### src/rtl/fifo_pkg.sv
// Shared FIFO defaults and destination-field positions, also used by the 4x4 arbiter.
package fifo_pkg;

  localparam int unsigned FIFO_DATA_WIDTH = 6;
  localparam int unsigned FIFO_ADDR_WIDTH = 2;
  localparam int unsigned DEST_MSB        = FIFO_DATA_WIDTH - 1;
  localparam int unsigned DEST_LSB        = FIFO_DATA_WIDTH - 2;

  // Default-width word layout: 2-bit destination on top, payload below.
  typedef struct packed {
    logic [DEST_MSB-DEST_LSB:0] dest;
    logic [DEST_LSB-1:0]        payload;
  } fifo_word_t;

endpackage

### src/rtl/fifo_umbral_if.sv
// FIFO push/pop bus: master is the producer/consumer, slave is the FIFO.
interface fifo_umbral_if #(
  parameter int unsigned DATA_WIDTH = fifo_pkg::FIFO_DATA_WIDTH,
  parameter int unsigned ADDR_WIDTH = fifo_pkg::FIFO_ADDR_WIDTH
);

  logic                  push;
  logic [DATA_WIDTH-1:0] data_in;
  logic                  pop;
  logic [DATA_WIDTH-1:0] data_out;
  logic                  full;
  logic                  empty;
  logic                  almost_full;
  logic                  almost_empty;
  logic [ADDR_WIDTH:0]   count;
  logic                  error;

  modport master (
    output push, data_in, pop,
    input  data_out, full, empty, almost_full, almost_empty, count, error
  );

  modport slave (
    input  push, data_in, pop,
    output data_out, full, empty, almost_full, almost_empty, count, error
  );

endinterface

### src/rtl/fifo_mem.sv
// DEPTH x DATA_WIDTH two-port array; synchronous write, registered read cleared on reset.
module fifo_mem #(
  parameter int unsigned DATA_WIDTH = fifo_pkg::FIFO_DATA_WIDTH,
  parameter int unsigned ADDR_WIDTH = fifo_pkg::FIFO_ADDR_WIDTH
) (
  input  logic                  clk,
  input  logic                  reset,
  input  logic                  we,
  input  logic [ADDR_WIDTH-1:0] waddr,
  input  logic [DATA_WIDTH-1:0] wdata,
  input  logic                  re,
  input  logic [ADDR_WIDTH-1:0] raddr,
  output logic [DATA_WIDTH-1:0] rdata
);

  localparam int unsigned DEPTH = 2 ** ADDR_WIDTH;

  logic [DATA_WIDTH-1:0] mem_q [DEPTH];
  logic [DATA_WIDTH-1:0] rdata_q;

  // Storage is deliberately not reset.
  always_ff @(posedge clk) begin
    if (we) begin
      mem_q[waddr] <= wdata;
    end
  end

  always_ff @(posedge clk) begin
    if (reset) begin
      rdata_q <= '0;
    end else if (re) begin
      rdata_q <= mem_q[raddr];
    end
  end

  assign rdata = rdata_q;

endmodule

### src/rtl/fifo_umbral.sv
// Single-clock FIFO with programmable almost-full/almost-empty thresholds and sticky error.
module fifo_umbral #(
  parameter int unsigned DATA_WIDTH = fifo_pkg::FIFO_DATA_WIDTH,
  parameter int unsigned ADDR_WIDTH = fifo_pkg::FIFO_ADDR_WIDTH,
  parameter int unsigned AF_THRESH  = 3,
  parameter int unsigned AE_THRESH  = 1
) (
  input logic         clk,
  input logic         reset,
  fifo_umbral_if.slave bus
);

  localparam int unsigned DEPTH = 2 ** ADDR_WIDTH;
  localparam int unsigned CW    = ADDR_WIDTH + 1;

  if (AF_THRESH < 1 || AF_THRESH > DEPTH || AE_THRESH >= DEPTH) begin : g_bad_thresh
    $error("fifo_umbral: AF_THRESH must be 1..DEPTH and AE_THRESH 0..DEPTH-1");
  end

  logic [ADDR_WIDTH-1:0] wr_ptr_q, wr_ptr_d;
  logic [ADDR_WIDTH-1:0] rd_ptr_q, rd_ptr_d;
  logic [CW-1:0]         count_q, count_d;
  logic                  error_q, error_d;
  logic                  full_c, empty_c;
  logic                  push_acc_c, pop_acc_c;

  assign full_c  = (count_q == CW'(DEPTH));
  assign empty_c = (count_q == '0);

  always_ff @(posedge clk) begin
    if (reset) begin
      wr_ptr_q <= '0;
      rd_ptr_q <= '0;
      count_q  <= '0;
      error_q  <= 1'b0;
    end else begin
      wr_ptr_q <= wr_ptr_d;
      rd_ptr_q <= rd_ptr_d;
      count_q  <= count_d;
      error_q  <= error_d;
    end
  end

  // A push at full is still accepted when a pop frees the slot in the same cycle.
  always_comb begin
    pop_acc_c  = bus.pop && !empty_c;
    push_acc_c = bus.push && (!full_c || pop_acc_c);
    wr_ptr_d   = wr_ptr_q;
    rd_ptr_d   = rd_ptr_q;
    count_d    = count_q;
    error_d    = error_q;
    if (push_acc_c) begin
      wr_ptr_d = wr_ptr_q + ADDR_WIDTH'(1);
    end
    if (pop_acc_c) begin
      rd_ptr_d = rd_ptr_q + ADDR_WIDTH'(1);
    end
    if (push_acc_c && !pop_acc_c) begin
      count_d = count_q + CW'(1);
    end else if (pop_acc_c && !push_acc_c) begin
      count_d = count_q - CW'(1);
    end
    if ((bus.push && !push_acc_c) || (bus.pop && empty_c)) begin
      error_d = 1'b1;
    end
  end

  fifo_mem #(
    .DATA_WIDTH (DATA_WIDTH),
    .ADDR_WIDTH (ADDR_WIDTH)
  ) u_mem (
    .clk   (clk),
    .reset (reset),
    .we    (push_acc_c && !reset),
    .waddr (wr_ptr_q),
    .wdata (bus.data_in),
    .re    (pop_acc_c && !reset),
    .raddr (rd_ptr_q),
    .rdata (bus.data_out)
  );

  assign bus.full         = full_c;
  assign bus.empty        = empty_c;
  assign bus.almost_full  = (count_q >= CW'(AF_THRESH));
  assign bus.almost_empty = (count_q <= CW'(AE_THRESH));
  assign bus.count        = count_q;
  assign bus.error        = error_q;

endmodule

### src/flat_wrapper.sv
// flat-port wrapper written by rule: the top's interface ports become plain ports
module fifo_umbral_flat 
#(
  parameter int unsigned DATA_WIDTH = fifo_pkg::FIFO_DATA_WIDTH,
  parameter int unsigned ADDR_WIDTH = fifo_pkg::FIFO_ADDR_WIDTH,
  parameter int unsigned AF_THRESH  = 3,
  parameter int unsigned AE_THRESH  = 1
)
  (clk, reset, bus_push, bus_data_in, bus_pop, bus_data_out, bus_full, bus_empty, bus_almost_full, bus_almost_empty, bus_count, bus_error);
  fifo_umbral_if #(.DATA_WIDTH(DATA_WIDTH), .ADDR_WIDTH(ADDR_WIDTH)) bus_i ();
  input logic clk;
  input logic reset;
  input wire logic [$bits(bus_i.push)-1:0] bus_push;
  input wire logic [$bits(bus_i.data_in)-1:0] bus_data_in;
  input wire logic [$bits(bus_i.pop)-1:0] bus_pop;
  output wire logic [$bits(bus_i.data_out)-1:0] bus_data_out;
  output wire logic [$bits(bus_i.full)-1:0] bus_full;
  output wire logic [$bits(bus_i.empty)-1:0] bus_empty;
  output wire logic [$bits(bus_i.almost_full)-1:0] bus_almost_full;
  output wire logic [$bits(bus_i.almost_empty)-1:0] bus_almost_empty;
  output wire logic [$bits(bus_i.count)-1:0] bus_count;
  output wire logic [$bits(bus_i.error)-1:0] bus_error;
  assign bus_i.push = bus_push;
  assign bus_i.data_in = bus_data_in;
  assign bus_i.pop = bus_pop;
  assign bus_data_out = bus_i.data_out;
  assign bus_full = bus_i.full;
  assign bus_empty = bus_i.empty;
  assign bus_almost_full = bus_i.almost_full;
  assign bus_almost_empty = bus_i.almost_empty;
  assign bus_count = bus_i.count;
  assign bus_error = bus_i.error;
  fifo_umbral #(.DATA_WIDTH(DATA_WIDTH), .ADDR_WIDTH(ADDR_WIDTH), .AF_THRESH(AF_THRESH), .AE_THRESH(AE_THRESH)) u_core (.clk(clk), .reset(reset), .bus(bus_i));
endmodule
### config.mk
export PLATFORM = sky130hd
export DESIGN_NAME = fifo_umbral_flat
export DESIGN_NICKNAME = d
export VERILOG_FILES = /design/src/rtl/fifo_pkg.sv /design/src/rtl/fifo_umbral_if.sv /design/src/rtl/fifo_mem.sv /design/src/rtl/fifo_umbral.sv /design/src/flat_wrapper.sv
export SDC_FILE = /design/constraint.sdc
export NUM_CORES = 1
export LEC_CHECK = 0
export CELL_PAD_IN_SITES_DETAIL_PLACEMENT = 1
export CELL_PAD_IN_SITES_GLOBAL_PLACEMENT = 1
export CORE_UTILIZATION = 39
export DETAILED_ROUTE_END_ITERATION = 10
export PLACE_DENSITY = 0.85
export SETUP_SLACK_MARGIN = 0.05
export SYNTH_ARGS = -nofsm -noshare
export SYNTH_HDL_FRONTEND = slang
export SYNTH_SLANG_ARGS = --single-unit
### constraint.sdc
create_clock -name clk -period 1.9 [get_ports clk]
set_clock_uncertainty 0.1 [all_clocks]
set_input_delay 0.475 -clock clk [delete_from_list [all_inputs] [get_ports clk]]
set_output_delay 0.475 -clock clk [all_outputs]
set_load 0.01 [all_outputs]
==> key figures, run 1 <==
Route
  – Via density per instance: 5.43
  – Final wirelength: 4590 um
  – First-iteration detailed-routing DRC count: 94
  – Remaining DRCs: 0
  – Met1 wire length: 2010 um
  – Via count: 1248
  – DR top layer: met4
  – Amount of wire on met3 after detailed routing: 150 um
  – Wire length per cell: 20.0 um
  – Post-route ant nets: 0
  – Number of search-and-repair iterations in the first detailed-routing pass: 4
  – Routed length on met2: 2300 um

Pwr
  – Leakage component of the power: 0.000904 uW
  – Total Power Consumption: 3430 uW
  – Cell-internal power: 2290 uW
  – Seq pwr share: 33.1%
  – Switching share of power: 33.3%
  – Sw Pwr: 1140 uW
  – Pwr per Cell Area: 1460 nW/um^2
  – Worst voltage drop across the vdd grid: 0.724 mV
  – Combinational share of power: 43.0%
  – Clock Power Share: 23.9%

Placement
  – Post-DP HPWL: 3120 um
  – Routability-driven placement congestion ratio: 0.827
  – Pre-CTS setup slack: -273 ps
  – Count of input and output buffers: 23

Synth
  – Distinct cell type count of the synthesized netlist: 26
  – Multiplexer share of the synthesized area: 8.64%
  – Primary FF master, synth: sky130_fd_sc_hd__edfxtp_1
  – Cell types with the largest area share after synthesis: sky130_fd_sc_hd__edfxtp_1 43%, sky130_fd_sc_hd__dfxtp_1 17%, sky130_fd_sc_hd__mux4_2 8.0%, sky130_fd_sc_hd__ha_1 7.4%, sky130_fd_sc_hd__a21oi_1 3.9%
  – Compound-gate portion of the synthesized area: 8.34%
  – Post-synth EDFFs: 24
  – XOR/XNOR Fraction of Synth Area: 1.04%
  – Number of warnings issued by yosys: 0
  – Portion of synthesized cell area occupied by the leading cell type: 42.9%
  – Adder and majority gate portion of the synthesized area: 7.45%
  – Top-count cell post-synth: sky130_fd_sc_hd__edfxtp_1
  – Average instance area after synthesis: 12.7 sq um
  – Count of state elements after synthesis: 38
  – Simple-gate share of the synthesized area: 9.75%
  – Post-Syn Area: 1680 sq um
  – Most frequent cells after synthesis: 24 x sky130_fd_sc_hd__edfxtp_1, 14 x sky130_fd_sc_hd__dfxtp_1, 13 x sky130_fd_sc_hd__a21oi_1, 12 x sky130_fd_sc_hd__o21ai_0
  – Ys async rst share: 0%
  – Cell count after synthesis: 132
  – Largest family of logic cells by synthesized area: simple AND/OR/NAND/NOR gates
  – Sequential element share of the synthesized area: 59.6%
  – Synth area leader: sky130_fd_sc_hd__edfxtp_1
  – Post-Synthesis Net Count: 152

Timing
  – Transition at the pin with the smallest max-transition slack: 459 ps
  – Final slew viol count: 0
  – Setup-failing EPs final: 0
  – Max Clock Freq: 0.539 GHz
  – Ratio of final minimum period to clock period: 97.6%
  – Final critical-path required period: 1850 ps
  – Final worst slack: 45.8 ps
  – Unrepaired setup endpoints after global routing: true
  – Final Hold Vio Count: 0
  – Slew HR: 69.4%

Setup path
  – Kind of start point of the critical path: flip-flop
  – Total buffers and inverters traversed by the critical path: 1
  – Crit Path Max Fanout: 4
  – CP max stage delay: 370 ps
  – Crit end category: output pin
  – Worst endpoint required time: 1320 ps
  – Crit path from: u_core.bus.count[0]$_SDFFE_PP0P_
  – Cell mode on critical path: sky130_fd_sc_hd__ha_4
  – Slowest library cell on the worst path: sky130_fd_sc_hd__dfxtp_4
  – Dominant delay contributor by cell family on the critical path: flip-flops
  – Reg-to-Reg Start: u_core.bus.count[0]$_SDFFE_PP0P_
  – Critical-path cell list: ha_4 -> ha_4 -> nor2_2 -> o21ai_1 -> buf_2
  – Crit path kind: flip-flop to output pin
  – Worst setup slack for register-to-register paths: 110 ps
  – Crit path arrival time: 1280 ps

Floorplan
  – Site Rows: 23
  – Chip Width: 67.6 um
  – Effective utilization at floorplan: 41.4%
  – Core outline area: 4060 sq um
  – Boundary pin count: 24
  – Die height: 67.6 um
  – Die area: 4580 sq um

Global route
  – Grt ovf: 0
  – Pin count of the biggest net entering global routing: 15
  – Vias in the first global route: 1286
  – Initial antenna violation count: 0
  – Global-route wire length before repair: 6840 um
  – Overall Global Routing Usage: 22.5%

Run status
  – Result of the run: complete, no violations

Cells and area
  – Share of cells above drive strength 1: 32.8%
  – Nets: 199
  – Number of inserted diodes: 0
  – Growth of design area from synthesis to finish: 39.8%
  – Util after Layout: 57.9%

CTS
  – Inserted Clock Buffers: 5
  – TritonCTS clock tree: built
  – Cell at the root of the clock tree: sky130_fd_sc_hd__clkbuf_8
  – CTS hold repair buffers: 0
  – H-tree Lvls: 2
  – Clock latency on the worst-skew pair: 300 ps
  – Number of buffers between clock root and the deepest sink: 2
  – CTS sink cnt: 38
  – Worst-path clk slew: 80 ps

Worst hold path
  – Launch instance of the worst min-delay path: u_core.bus.error$_SDFFE_PP0P_
  – Path category of the worst min-delay check: flip-flop to flip-flop

Run
  – Number of maximum-capacitance violations: 0
## metal layers
metal	track usage [%]	vias up
met5	0	-
met4	14.9	0
met3	5.74	11
met2	35.9	35
met1	26.7	633
li1	-	569
## metrics by stage
stage          std cells  hold WS (ps)  cell area, sq um  setup TNS (ps)
3_5_place_dp         218           359              2080           -6140
3_3_place_gp         218           333              2080           -4530
5_1_grt              230           401              2350               0
6_report             230           373              2350               0
2_1_floorplan        132           370              1680           -3430
4_1_cts              228           372              2290               0
## worst min-delay path: cells and delay by family, from the launching register on
family | cells | cell delay (ps)
compound gates | 1 | 50
buf+inv | 1 | 60
flops | 1 | 320
## state kept, by name, summed over array words and instances, names as in the netlist
| register | flops |
|---|---|
| u_core.bus.count | 3 |
| u_core.bus.error | 1 |
| u_core.rd_ptr_q | 2 |
| u_core.u_mem.mem_q | 24 |
| u_core.u_mem.rdata | 6 |
| u_core.wr_ptr_q | 2 |
## kinds of logic (layout without fill, tap and decap cells)
logic type | Yosys count | in the layout
flip-flops | 38 | 38
AND/OR/NAND/NOR | 29 | 29
AO/OA/AOI/OAI | 27 | 27
buffers and inverters | 19 | 67
adder cells (fa/ha/maj) | 10 | 10
multiplexers | 7 | 7
XOR/XNOR | 2 | 2
## cells in the final DEF (no fill, tap or decap), types with 2 or more instances in the layout
cell / netlist / routed
sky130_fd_sc_hd__buf_2: 1 / 2
sky130_fd_sc_hd__ha_1: 10 / 5
sky130_fd_sc_hd__a21oi_1: 13 / 12
sky130_fd_sc_hd__nor2b_1: 2 / 2
sky130_fd_sc_hd__o21ai_1: 0 / 2
sky130_fd_sc_hd__nor3b_2: 0 / 2
sky130_fd_sc_hd__ha_4: 0 / 5
sky130_fd_sc_hd__nand3_1: 9 / 9
sky130_fd_sc_hd__o21ai_0: 12 / 10
sky130_fd_sc_hd__nand2_1: 3 / 3
sky130_fd_sc_hd__edfxtp_1: 24 / 24
sky130_fd_sc_hd__dlymetal6s2s_1: 0 / 2
sky130_fd_sc_hd__inv_2: 2 / 3
sky130_fd_sc_hd__nor2_1: 5 / 4
sky130_fd_sc_hd__bufinv_16: 0 / 2
sky130_fd_sc_hd__buf_6: 2 / 2
sky130_fd_sc_hd__clkdlybuf4s50_1: 0 / 15
sky130_fd_sc_hd__dfxtp_4: 0 / 2
sky130_fd_sc_hd__clkbuf_8: 0 / 5
sky130_fd_sc_hd__inv_1: 10 / 8
sky130_fd_sc_hd__and3b_1: 2 / 2
sky130_fd_sc_hd__mux4_2: 6 / 6
sky130_fd_sc_hd__nor3b_1: 5 / 2
sky130_fd_sc_hd__dfxtp_1: 14 / 11
sky130_fd_sc_hd__buf_4: 0 / 22
sky130_fd_sc_hd__dlygate4sd2_1: 0 / 2
## worst paths after layout
path / endpoint / cells past startpoint
worst max-delay path: bus_almost_full / 5
worst min-delay path: u_core.bus.error$_SDFFE_PP0P_ / 2
worst max register to register: u_core.u_mem.mem_q[1][2]$_DFFE_PP_ / 7
worst min register to register: u_core.bus.error$_SDFFE_PP0P_ / 2
## power by group through the flow
stage	Combinational, uW	Sequential, uW	Clock, uW
2_1_floorplan	699	1100	0
3_3_place_gp	1210	1100	0
6_report	1470	1130	817
4_1_cts	1370	1130	836
5_1_grt	1580	1150	859
3_5_place_dp	1290	1120	0
## area by class of cell
| type | instances | area, sq um |
|---|---|---|
| fillers | 415 | 1710 |
| flip-flops and latches | 38 | 1010 |
| multi-input cells | 75 | 689 |
| clock inverters | 3 | 63.8 |
| well taps | 50 | 62.6 |
| clock buffers | 5 | 68.8 |
| repair buffers | 47 | 407 |
| inverters | 12 | 47.5 |
## repair_timing
| action | CTS | global route |
|---|---|---|
| endpoints found under the setup margin | 35 | 28 |
| setup buffers | 2 | 2 |
| gates cloned | 0 | 0 |
| hold endpoints to repair | 0 | 0 |
| pin swaps | 2 | 6 |
| gates resized for setup | 35 | 13 |
Power figures use the tool's default switching activity.
==> inputs of run 2 (changes only) <==
--- a/config.mk
+++ b/config.mk
@@ -7,8 +7,10 @@
 export LEC_CHECK = 0
 export CELL_PAD_IN_SITES_DETAIL_PLACEMENT = 1
 export CELL_PAD_IN_SITES_GLOBAL_PLACEMENT = 1
+export CORE_ASPECT_RATIO = 0.7
 export CORE_UTILIZATION = 39
 export DETAILED_ROUTE_END_ITERATION = 10
+export GPL_TIMING_DRIVEN = 1
 export PLACE_DENSITY = 0.85
 export SETUP_SLACK_MARGIN = 0.05
 export SYNTH_ARGS = -nofsm -noshare
==> key figures, run 2 (synthesis gave the netlist of run 1 again) <==
Timing
  – Ratio of final minimum period to clock period: 100% (+2.9 points)
  – Final critical-path required period: 1910 ps (+54.8 ps)
  – Summed negative setup slack over all endpoints: -43.9 ps (-43.9 ps)
  – Final worst slack: -8.95 ps (-54.8 ps)
  – Final Hold Vio Count: 0 (unchanged)
  – Max Clock Freq: 0.524 GHz (-2.9%)
  – Slew HR: 66.6% (-2.8 points)
  – Setup-failing EPs final: 6 (+6)
  – Transition at the pin with the smallest max-transition slack: 500 ps (+41.3 ps)
  – Unrepaired setup endpoints after global routing: true
  – Final slew viol count: 0 (unchanged)
  – Worst hold slack across all endpoints: 352 ps (-20.7 ps)

CTS
  – Inserted Clock Buffers: 5 (unchanged)
  – H-tree Lvls: 2 (unchanged)
  – Clock latency on the worst-skew pair: 300 ps (about the same)
  – CTS sink cnt: 38 (unchanged)
  – Number of buffers between clock root and the deepest sink: 2 (unchanged)
  – Worst-path clk slew: 80 ps (about the same)
  – TritonCTS clock tree: built
  – Cell at the root of the clock tree: sky130_fd_sc_hd__clkbuf_8

Global route
  – Initial antenna violation count: 0 (unchanged)
  – Grt ovf: 0 (unchanged)
  – Vias in the first global route: 1375 (+6.9%)
  – Global-route wire length before repair: 7780 um (+14%)
  – Pin count of the biggest net entering global routing: 15 (unchanged)
  – Overall Global Routing Usage: 25.0% (+2.4 points)

Placement
  – Post-DP HPWL: 3070 um (-1.8%)
  – Routability-driven placement congestion ratio: 0.872 (+5.5%)
  – Count of input and output buffers: 23 (unchanged)
  – Pre-CTS setup slack: -261 ps (+12.1 ps)
  – DP Area: 2080 sq um (-0.24%)

Route
  – Via density per instance: 5.39 (-0.65%)
  – Post-route ant nets: 0 (unchanged)
  – Wire length per cell: 21.3 um (+6.9%)
  – Via count: 1256 (+0.64%)
  – Final wirelength: 4970 um (+8.3%)
  – Number of search-and-repair iterations in the first detailed-routing pass: 4 (unchanged)
  – Remaining DRCs: 0 (unchanged)
  – First-iteration detailed-routing DRC count: 103 (+9.6%)

Cells and area
  – Commonest cells after routing, fill and taps aside: 24 x sky130_fd_sc_hd__edfxtp_1, 20 x sky130_fd_sc_hd__buf_4, 16 x sky130_fd_sc_hd__clkdlybuf4s50_1
  – Flip-flop count of the largest register, all copies and words added: 24 (unchanged)
  – Post-route cell area: 2370 sq um (+0.96%)
  – Leading cell type in the layout, fill and taps excluded: sky130_fd_sc_hd__edfxtp_1
  – Filler cell count: 413 (-0.48%)
  – Nets: 200 (+0.50%)
  – Register with the most flip-flops: u_core.u_mem.mem_q
  – Growth of design area from synthesis to finish: 41.1%
  – Share of cells above drive strength 1: 37.0% (+4.2 points)
  – Number of inserted diodes: 0 (unchanged)

Setup path
  – Worst endpoint required time: 1820 ps (+500 ps)
  – Crit Path Max Fanout: 6 (+2)
  – Crit path arrival time: 1830 ps (+550 ps)
  – Crit end category: flip-flop
  – Kind of start point of the critical path: input port
  – Crit path kind: input port to flip-flop

Run status
  – Failing checks: negative setup slack
  – Result of the run: finished, violations left

Pwr
  – Worst voltage drop across the vdd grid: 0.815 mV (+13%)
  – Leakage component of the power: 0.000882 uW (-2.4%)
  – Pwr per Cell Area: 1440 nW/um^2 (-1.6%)
  – Total Power Consumption: 3400 uW (-0.64%)

Run
  – Number of maximum-capacitance violations: 0 (unchanged)

Floorplan
  – Die height: 56.9 um (-16%)
  – Boundary pin count: 24 (unchanged)
  – Effective utilization at floorplan: 41.8% (+0.41 points)
  – Site Rows: 19 (-17%)
  – Core outline area: 4020 sq um (-0.99%)
  – Chip Width: 80.5 um (+19%)
  – Die area: 4580 sq um (about the same)

Worst hold path
  – Path category of the worst min-delay check: flip-flop to flip-flop
run 2: area by class of cell:
class	instances	area, sq um	area share, %
well taps	52	65.1	2.74
flip-flops and latches	38	1010	42.5
inverters	12	50.0	2.11
clock buffers	5	68.8	2.90
clock inverters	3	45.0	1.90
repair buffers	48	413	17.4
multi-input cells	75	721	30.4
run 2: worst paths after layout:
check / startpoint / end / slack (ps) / depth (start not counted)
worst max-delay path: bus_pop / u_core.u_mem.mem_q[1][4]$_DFFE_PP_ / -9 / 6
worst max register to register: u_core.bus.count[1]$_SDFFE_PP0P_ / u_core.u_mem.mem_q[1][4]$_DFFE_PP_ / 0 / 8
worst min register to register: u_core.bus.error$_SDFFE_PP0P_ / u_core.bus.error$_SDFFE_PP0P_ / 350 / 2
worst min-delay path: u_core.bus.error$_SDFFE_PP0P_ / u_core.bus.error$_SDFFE_PP0P_ / 350 / 2
run 2: power breakdown:
group	internal, uW	switching (uW)	total (uW)	leakage (uW)
clock network	390	316	707	0.0000504
logic	796	774	1570	0.000498
registers	1000	127	1130	0.000334
run 2: stage by stage:
step                std cells  util [%]
finish                    233      59.0
global route              233      59.0
CTS                       234      57.1
detailed placement        219      51.7
global placement          219      51.7
floorplan                 132         -
run 2: timing repair:
action                     CTS  global route
gates resized for setup     32            25
pin swaps                    4             8
setup endpoints to repair   34            33
hold buffers                 0             0
buffers inserted             7             3
run 2: critical path, stage by stage:
cell and delay [ps]:
sky130_fd_sc_hd__clkdlybuf4s50_1 520, sky130_fd_sc_hd__nand3b_1 180, sky130_fd_sc_hd__nand2_2 90, sky130_fd_sc_hd__buf_6 150, sky130_fd_sc_hd__nor3b_4 240, sky130_fd_sc_hd__buf_6 170
run 2: per-layer routing:
metal | share of wire [%] | global-route usage (%) | wire length (um) | up-vias
met5 | 0 | 0 | 0 | -
met4 | 3.2 | 13.3 | 160 | 0
met3 | 4.2 | 6.67 | 210 | 12
met2 | 47 | 38.5 | 2330 | 35
met1 | 46 | 32.2 | 2270 | 638
li1 | - | - | - | 571
==> inputs of run 3 (changes only) <==
--- a/config.mk
+++ b/config.mk
@@ -5,6 +5,7 @@
 export SDC_FILE = /design/constraint.sdc
 export NUM_CORES = 1
 export LEC_CHECK = 0
+export ABC_CLOCK_PERIOD_IN_PS = 1900
 export CELL_PAD_IN_SITES_DETAIL_PLACEMENT = 1
 export CELL_PAD_IN_SITES_GLOBAL_PLACEMENT = 1
 export CORE_ASPECT_RATIO = 0.7
==> results of run 3 <==
Final layout, timing and power as in run 2 (identical DEF).
